$ cat config.mk
export PLATFORM = sky130hd
export DESIGN_NAME = data_mem_arbiter
export DESIGN_NICKNAME = d
export VERILOG_FILES = /design/src/rtl/data_mem_arbiter_pkg.sv /design/src/rtl/data_mem_arbiter_rr_pick3.sv /design/src/rtl/data_mem_arbiter.sv
export SDC_FILE = /design/constraint.sdc
export NUM_CORES = 1
export LEC_CHECK = 0
export CAP_MARGIN = 40
export CORE_MARGIN = 2
export CORE_UTILIZATION = 25
export DETAILED_ROUTE_END_ITERATION = 6
export PLACE_DENSITY = 0.61
export SYNTH_ARGS = -nofsm -noshare
export SYNTH_HDL_FRONTEND = slang
export SYNTH_SLANG_ARGS = --single-unit
$ cat constraint.sdc
create_clock -name clk -period 2.7 [get_ports clk]
set_clock_uncertainty 0.15 [all_clocks]
set_input_delay 0.405 -clock clk [delete_from_list [all_inputs] [get_ports clk]]
set_output_delay 0.405 -clock clk [all_outputs]
set_load 0.03 [all_outputs]
$ cat src/rtl/data_mem_arbiter_pkg.sv
// Shared definitions for the MiniRISC data memory arbiter: FSM states,
// master indices and the round-robin successor helper.
package data_mem_arbiter_pkg;

  typedef enum logic {
    ARB_IDLE = 1'b0,
    ARB_BUSY = 1'b1
  } arb_state_e;

  localparam logic [1:0] M_CPU   = 2'd0;
  localparam logic [1:0] M_STACK = 2'd1;
  localparam logic [1:0] M_DBG   = 2'd2;
  localparam logic [1:0] M_NONE  = 2'd3;

  function automatic logic [1:0] rr_next(input logic [1:0] idx);
    return (idx == 2'd2) ? 2'd0 : idx + 2'd1;
  endfunction

endpackage

$ cat src/rtl/data_mem_arbiter_rr_pick3.sv
// Combinational 3-way round-robin picker: searches from rr_ptr+1 (mod 3)
// and returns the first requesting master.
module rr_pick3
  import data_mem_arbiter_pkg::*;
(
  input  logic [2:0] req,
  input  logic [1:0] rr_ptr,
  output logic       valid,
  output logic [1:0] idx
);

  logic [1:0] c0_s, c1_s, c2_s;

  // Priority search in rotated order
  always_comb begin
    c0_s  = rr_next(rr_ptr);
    c1_s  = rr_next(c0_s);
    c2_s  = rr_next(c1_s);
    valid = |req;
    if (req[c0_s]) begin
      idx = c0_s;
    end else if (req[c1_s]) begin
      idx = c1_s;
    end else if (req[c2_s]) begin
      idx = c2_s;
    end else begin
      idx = c0_s;
    end
  end

endmodule

$ cat src/rtl/data_mem_arbiter.sv
// Three-master arbiter serialising CPU, stack-engine and debug byte accesses
// onto the single data memory port, with locked sequences and timeout abort.
module data_mem_arbiter
  import data_mem_arbiter_pkg::*;
#(
  parameter int ADDR_W  = 8,
  parameter int DATA_W  = 8,
  parameter int TIMEOUT = 15
) (
  input  logic              clk,
  input  logic              rst_n,
  input  logic              m0_req,
  input  logic              m0_wr,
  input  logic              m0_lock,
  input  logic [ADDR_W-1:0] m0_addr,
  input  logic [DATA_W-1:0] m0_wdata,
  output logic              m0_gnt,
  output logic [DATA_W-1:0] m0_rdata,
  input  logic              m1_req,
  input  logic              m1_wr,
  input  logic              m1_lock,
  input  logic [ADDR_W-1:0] m1_addr,
  input  logic [DATA_W-1:0] m1_wdata,
  output logic              m1_gnt,
  output logic [DATA_W-1:0] m1_rdata,
  input  logic              m2_req,
  input  logic              m2_wr,
  input  logic              m2_lock,
  input  logic [ADDR_W-1:0] m2_addr,
  input  logic [DATA_W-1:0] m2_wdata,
  output logic              m2_gnt,
  output logic [DATA_W-1:0] m2_rdata,
  output logic [ADDR_W-1:0] mem_addr,
  output logic              mem_wr,
  output logic              mem_rd,
  output logic [DATA_W-1:0] mem_wdata,
  input  logic [DATA_W-1:0] mem_rdata,
  input  logic              mem_ready,
  output logic              bus_err
);

  localparam logic [7:0] TO_LAST = 8'(TIMEOUT - 1);

  arb_state_e        state_r;
  logic [1:0]        owner_r;
  logic [1:0]        rr_ptr_r;
  logic [7:0]        cnt_r;

  logic              pick_valid_s;
  logic [1:0]        pick_idx_s;
  logic              req_s, wr_s, lock_s;
  logic [ADDR_W-1:0] addr_s;
  logic [DATA_W-1:0] wdata_s;
  logic              busy_s, ready_s, timeout_s, done_s;
  logic [2:0]        gnt_s;
  logic [DATA_W-1:0] rdata_s;

  rr_pick3 u_pick (
    .req    ({m2_req, m1_req, m0_req}),
    .rr_ptr (rr_ptr_r),
    .valid  (pick_valid_s),
    .idx    (pick_idx_s)
  );

  // Select the current owner's request qualifiers
  always_comb begin
    req_s   = 1'b0;
    wr_s    = 1'b0;
    lock_s  = 1'b0;
    addr_s  = '0;
    wdata_s = '0;
    case (owner_r)
      M_CPU:   begin req_s = m0_req; wr_s = m0_wr; lock_s = m0_lock; addr_s = m0_addr; wdata_s = m0_wdata; end
      M_STACK: begin req_s = m1_req; wr_s = m1_wr; lock_s = m1_lock; addr_s = m1_addr; wdata_s = m1_wdata; end
      M_DBG:   begin req_s = m2_req; wr_s = m2_wr; lock_s = m2_lock; addr_s = m2_addr; wdata_s = m2_wdata; end
      default: begin req_s = 1'b0; end
    endcase
  end

  // mem_ready beats the timeout when both land in the same cycle
  assign busy_s    = (state_r == ARB_BUSY);
  assign ready_s   = busy_s & req_s & mem_ready;
  assign timeout_s = busy_s & req_s & ~mem_ready & (cnt_r == TO_LAST);
  assign done_s    = ready_s | timeout_s;

  assign mem_wr    = busy_s & req_s & wr_s & ~timeout_s;
  assign mem_rd    = busy_s & req_s & ~wr_s & ~timeout_s;
  assign mem_addr  = busy_s ? addr_s : '0;
  assign mem_wdata = busy_s ? wdata_s : '0;
  assign bus_err   = timeout_s;
  assign rdata_s   = timeout_s ? {DATA_W{1'b1}} : mem_rdata;

  // One-hot completion pulse to the owner only
  always_comb begin
    gnt_s = 3'b000;
    if (done_s && (owner_r != M_NONE)) begin
      gnt_s[owner_r] = 1'b1;
    end else begin
      gnt_s = 3'b000;
    end
  end

  assign m0_gnt   = gnt_s[0];
  assign m1_gnt   = gnt_s[1];
  assign m2_gnt   = gnt_s[2];
  assign m0_rdata = gnt_s[0] ? rdata_s : '0;
  assign m1_rdata = gnt_s[1] ? rdata_s : '0;
  assign m2_rdata = gnt_s[2] ? rdata_s : '0;

  // Arbitration FSM: ownership, round-robin pointer and wait-state counter
  always_ff @(posedge clk or negedge rst_n) begin
    if (!rst_n) begin
      state_r  <= ARB_IDLE;
      owner_r  <= M_NONE;
      rr_ptr_r <= M_DBG;
      cnt_r    <= 8'd0;
    end else begin
      case (state_r)
        ARB_IDLE: begin
          cnt_r <= 8'd0;
          if (pick_valid_s) begin
            state_r <= ARB_BUSY;
            owner_r <= pick_idx_s;
          end else begin
            state_r <= ARB_IDLE;
          end
        end
        ARB_BUSY: begin
          if (!req_s) begin
            state_r <= ARB_IDLE;
            owner_r <= M_NONE;
            cnt_r   <= 8'd0;
          end else if (mem_ready) begin
            rr_ptr_r <= owner_r;
            cnt_r    <= 8'd0;
            if (lock_s) begin
              state_r <= ARB_BUSY;
            end else begin
              state_r <= ARB_IDLE;
              owner_r <= M_NONE;
            end
          end else if (timeout_s) begin
            rr_ptr_r <= owner_r;
            state_r  <= ARB_IDLE;
            owner_r  <= M_NONE;
            cnt_r    <= 8'd0;
          end else begin
            cnt_r <= cnt_r + 8'd1;
          end
        end
        default: begin
          state_r <= ARB_IDLE;
          owner_r <= M_NONE;
          cnt_r   <= 8'd0;
        end
      endcase
    end
  end

endmodule

==> impl_metrics.py <==
metrics = {
    "global_route": {
        "antenna_found_initial": 0,
        "grt_pass1_vias": 1593,
        "grt_pass1_wl_um": 7490,
        "grt_max_degree": 26,
        "gr-total-overflow": 0,
        "grt_util_all_layers": 0.144,
    },
    "clocking": {
        "clk_path_buf_depth": 2,
        "clk_pin_slew_worst_paths_ns": 0.06,
        "cts.sinks": 13,
        "ctsHtreeMaxLevel": 1,
        "numCtsBuffers": 3,
        "root_buffer": "clkbuf_8",
        "cts_tree": "built",
        "insertion_delay_ns": 0.24,
        "ctsHoldBuffers": 0,
    },
    "run_status": {
        "status": "completed",
    },
    "setup_path": {
        "reg2reg_depth": 6,
        "cp.arrival_ns": 2.04,
        "cp-start-kind": "input port",
        "cp.required_ns": 2.14,
        "r2r-start": "owner_r[0]",
        "worstPathMaxFanout": 9,
        "r2r_slack_ns": 0.76,
        "crit_path_end_kind": "output pin",
        "reg2reg_to": "owner_r[0]",
        "criticalPathCategory": "input port to output pin",
        "startpoint": "m1_req",
    },
    "synthesis": {
        "ys_types": 39,
        "syn_inst": 181,
        "ys.warnings.count": 0,
        "synth_top_area_frac": 0.172,
        "ys_ff_latch": 13,
        "syn_nets": 251,
        "yosys.area.top_type": "dfrtp_1",
        "synth_area_leaders": "dfrtp_1 (17%), mux2i_1 (13%), o21a_1 (12%), nor2_1 (11%), a21oi_1 (6.2%)",
        "ys_seq_area_frac": 0.226,
        "synth_area_mm2": 0.00145,
        "avgSynthCellArea_um2": 8.03,
    },
    "worst_hold_path": {
        "hp-class": "flop to flop",
        "min_from": "rr_ptr_r[0]",
        "min_to": "rr_ptr_r[0]",
        "holdPathStages": 1,
    },
    "sta": {
        "period_share": 0.960,
        "finalHoldViolations": 0,
        "rsz0062_at_grt": "true",
        "final.min_clock_period_ns": 2.59,
        "fmaxAchievable_mhz": 386,
        "worstMarginPinSlew_ns": 0.597,
        "hold-worst-slack_ns": 0.318,
        "slew_violations": 0,
        "setup_violations": 0,
        "slew_headroom": 0.601,
        "fin_setup_tns_ns": 0,
    },
    "power_and_ir_drop": {
        "peakVddDrop_v": 0.000424,
        "p_leak_uw": 0.00124,
        "totalPowerFinal_uw": 1650,
        "power_per_cell_area_mw_per_mm2": 616,
    },
    "route": {
        "wl_per_cell_um": 13.6,
        "drt_iter0_markers": 70,
        "ant_nets": 0,
        "via_count": 1699,
        "via_per_inst": 4.60,
        "drc": 0,
        "routed_wl_um": 5010,
        "drt_first_pass_iters": 4,
    },
    "flow_run": {
        "cap_violations": 0,
    },
    "final_layout": {
        "utilization": 0.479,
        "fill_cells": 584,
        "design_area_mm2": 0.00267,
        "drive_gt1_frac": 0.253,
        "final_cell_mix": "clkdlybuf4s50_1 (66), buf_4 (50), nor2_1 (43)",
        "final_common_cell": "clkdlybuf4s50_1",
        "antenna_cells": 0,
        "layout.nets": 368,
        "area_growth_pct": 83.8,
    },
    "floorplanning": {
        "chipHeight_um": 80.3,
        "num_rows": 27,
        "ios": 114,
        "initial_core_util": 0.261,
        "core_mm2": 0.00557,
        "die_area_mm2": 0.00644,
        "die_x_um": 80.3,
    },
    "placed_design": {
        "port_buffers": 113,
        "globalplace.congestion": 0.792,
        "placed_area_mm2": 0.00257,
        "dp_hpwl_um": 3940,
    },
}
==> worst max path at each step <==
| stage | to | slack (ns) | cells after the start |
|---|---|---|---|
| 2_1_floorplan | m2_rdata[0] | 0.09 | 5 |
| 3_3_place_gp | m0_rdata[2] | 0.08 | 7 |
| 3_5_place_dp | m0_rdata[1] | 0.07 | 7 |
| 4_1_cts | m1_rdata[6] | 0.07 | 7 |
| 5_1_grt | m1_rdata[3] | -0.01 | 6 |
| 6_report | m0_rdata[1] | 0.11 | 7 |
==> repair_timing <==
action | 4_1_cts | 5_1_grt
setup buffers | 0 | 2
setup endpoints to repair | 0 | 21
gates resized for setup | 0 | 11
hold endpoints to repair | 0 | 0
==> synthesized netlist by cell type <==
cell type,count
xnor2_1,1
buf_6,2
buf_4,1
a31oi_4,1
o211ai_1,1
clkbuf_1,5
o211a_1,2
o2bb2ai_1,1
and2_1,1
a21o_2,1
or3_1,4
nand4_1,3
inv_1,3
nor4b_4,2
dfrtp_1,10
xor2_1,5
and3_2,1
buf_2,4
nand3_1,2
o21a_1,24
o221ai_1,1
a21o_1,2
nor3_2,1
nor2_1,43
clkinv_1,1
buf_1,1
mux2i_1,19
o21a_2,1
dfstp_2,3
a21oi_1,18
nor4_4,2
nand3b_1,1
o22ai_1,1
a41oi_1,1
nand2b_1,2
nand2_1,5
o21ai_0,1
nor2b_1,2
ha_1,2
==> power by group <==
group	leakage, uW	internal, uW	total [uW]	switching, uW
Clock	0.0000255	102	175	73.0
Combinational	0.00105	492	1170	681
Sequential	0.000166	247	299	51.6
Total	0.00124	841	1650	806
==> through the flow <==
stage | setup WS [ns] | cells
6_report | 0.108 | 369
5_1_grt | -0.0108 | 369
4_1_cts | 0.0719 | 366
3_5_place_dp | 0.0738 | 362
3_3_place_gp | 0.0844 | 362
2_1_floorplan | 0.0912 | 181
==> sequential cells by signal, summed over array words and instances, names as in the netlist <==
signal,cells
cnt_r,8
rr_ptr_r,2
busy_s,1
owner_r,2
==> cell families (layout without fill, tap and decap cells) <==
| logic type | after synthesis | count (layout) | share of synthesized area |
|---|---|---|---|
| simple gates | 69 | 69 | 0.262 |
| compound gates | 55 | 55 | 0.268 |
| xor+xnor | 6 | 6 | 0.0361 |
| fa+ha+maj | 2 | 2 | 0.0172 |
| flops | 13 | 13 | 0.226 |
| buf+inv | 17 | 133 | 0.0602 |
| mux | 19 | 19 | 0.131 |
==> per-layer routing <==
metal  share of wire  track usage
met1            0.45        0.182
met2            0.48        0.253
met3           0.062       0.0315
met4          0.0080       0.0203
met5               0            0
==> area by class of cell <==
cell class	instances	area (um2)	share of cell area
inverters	4	15.0	0.00562
clock buffers	3	41.3	0.0154
clock inverters	1	5.00	0.00187
repair buffers	125	1150	0.429
well taps	72	90.1	0.0337
multi-input cells	151	1040	0.390
flip-flops and latches	13	330	0.124
==> critical path, cell delays in order <==
cell	delay (ns)
clkdlybuf4s50_1	0.49
mux2i_1	0.09
o21a_2	0.29
nor4b_4	0.29
buf_6	0.17
o21a_1	0.14
buf_4	0.16
Note: power is estimated with default switching activity, not from simulation.
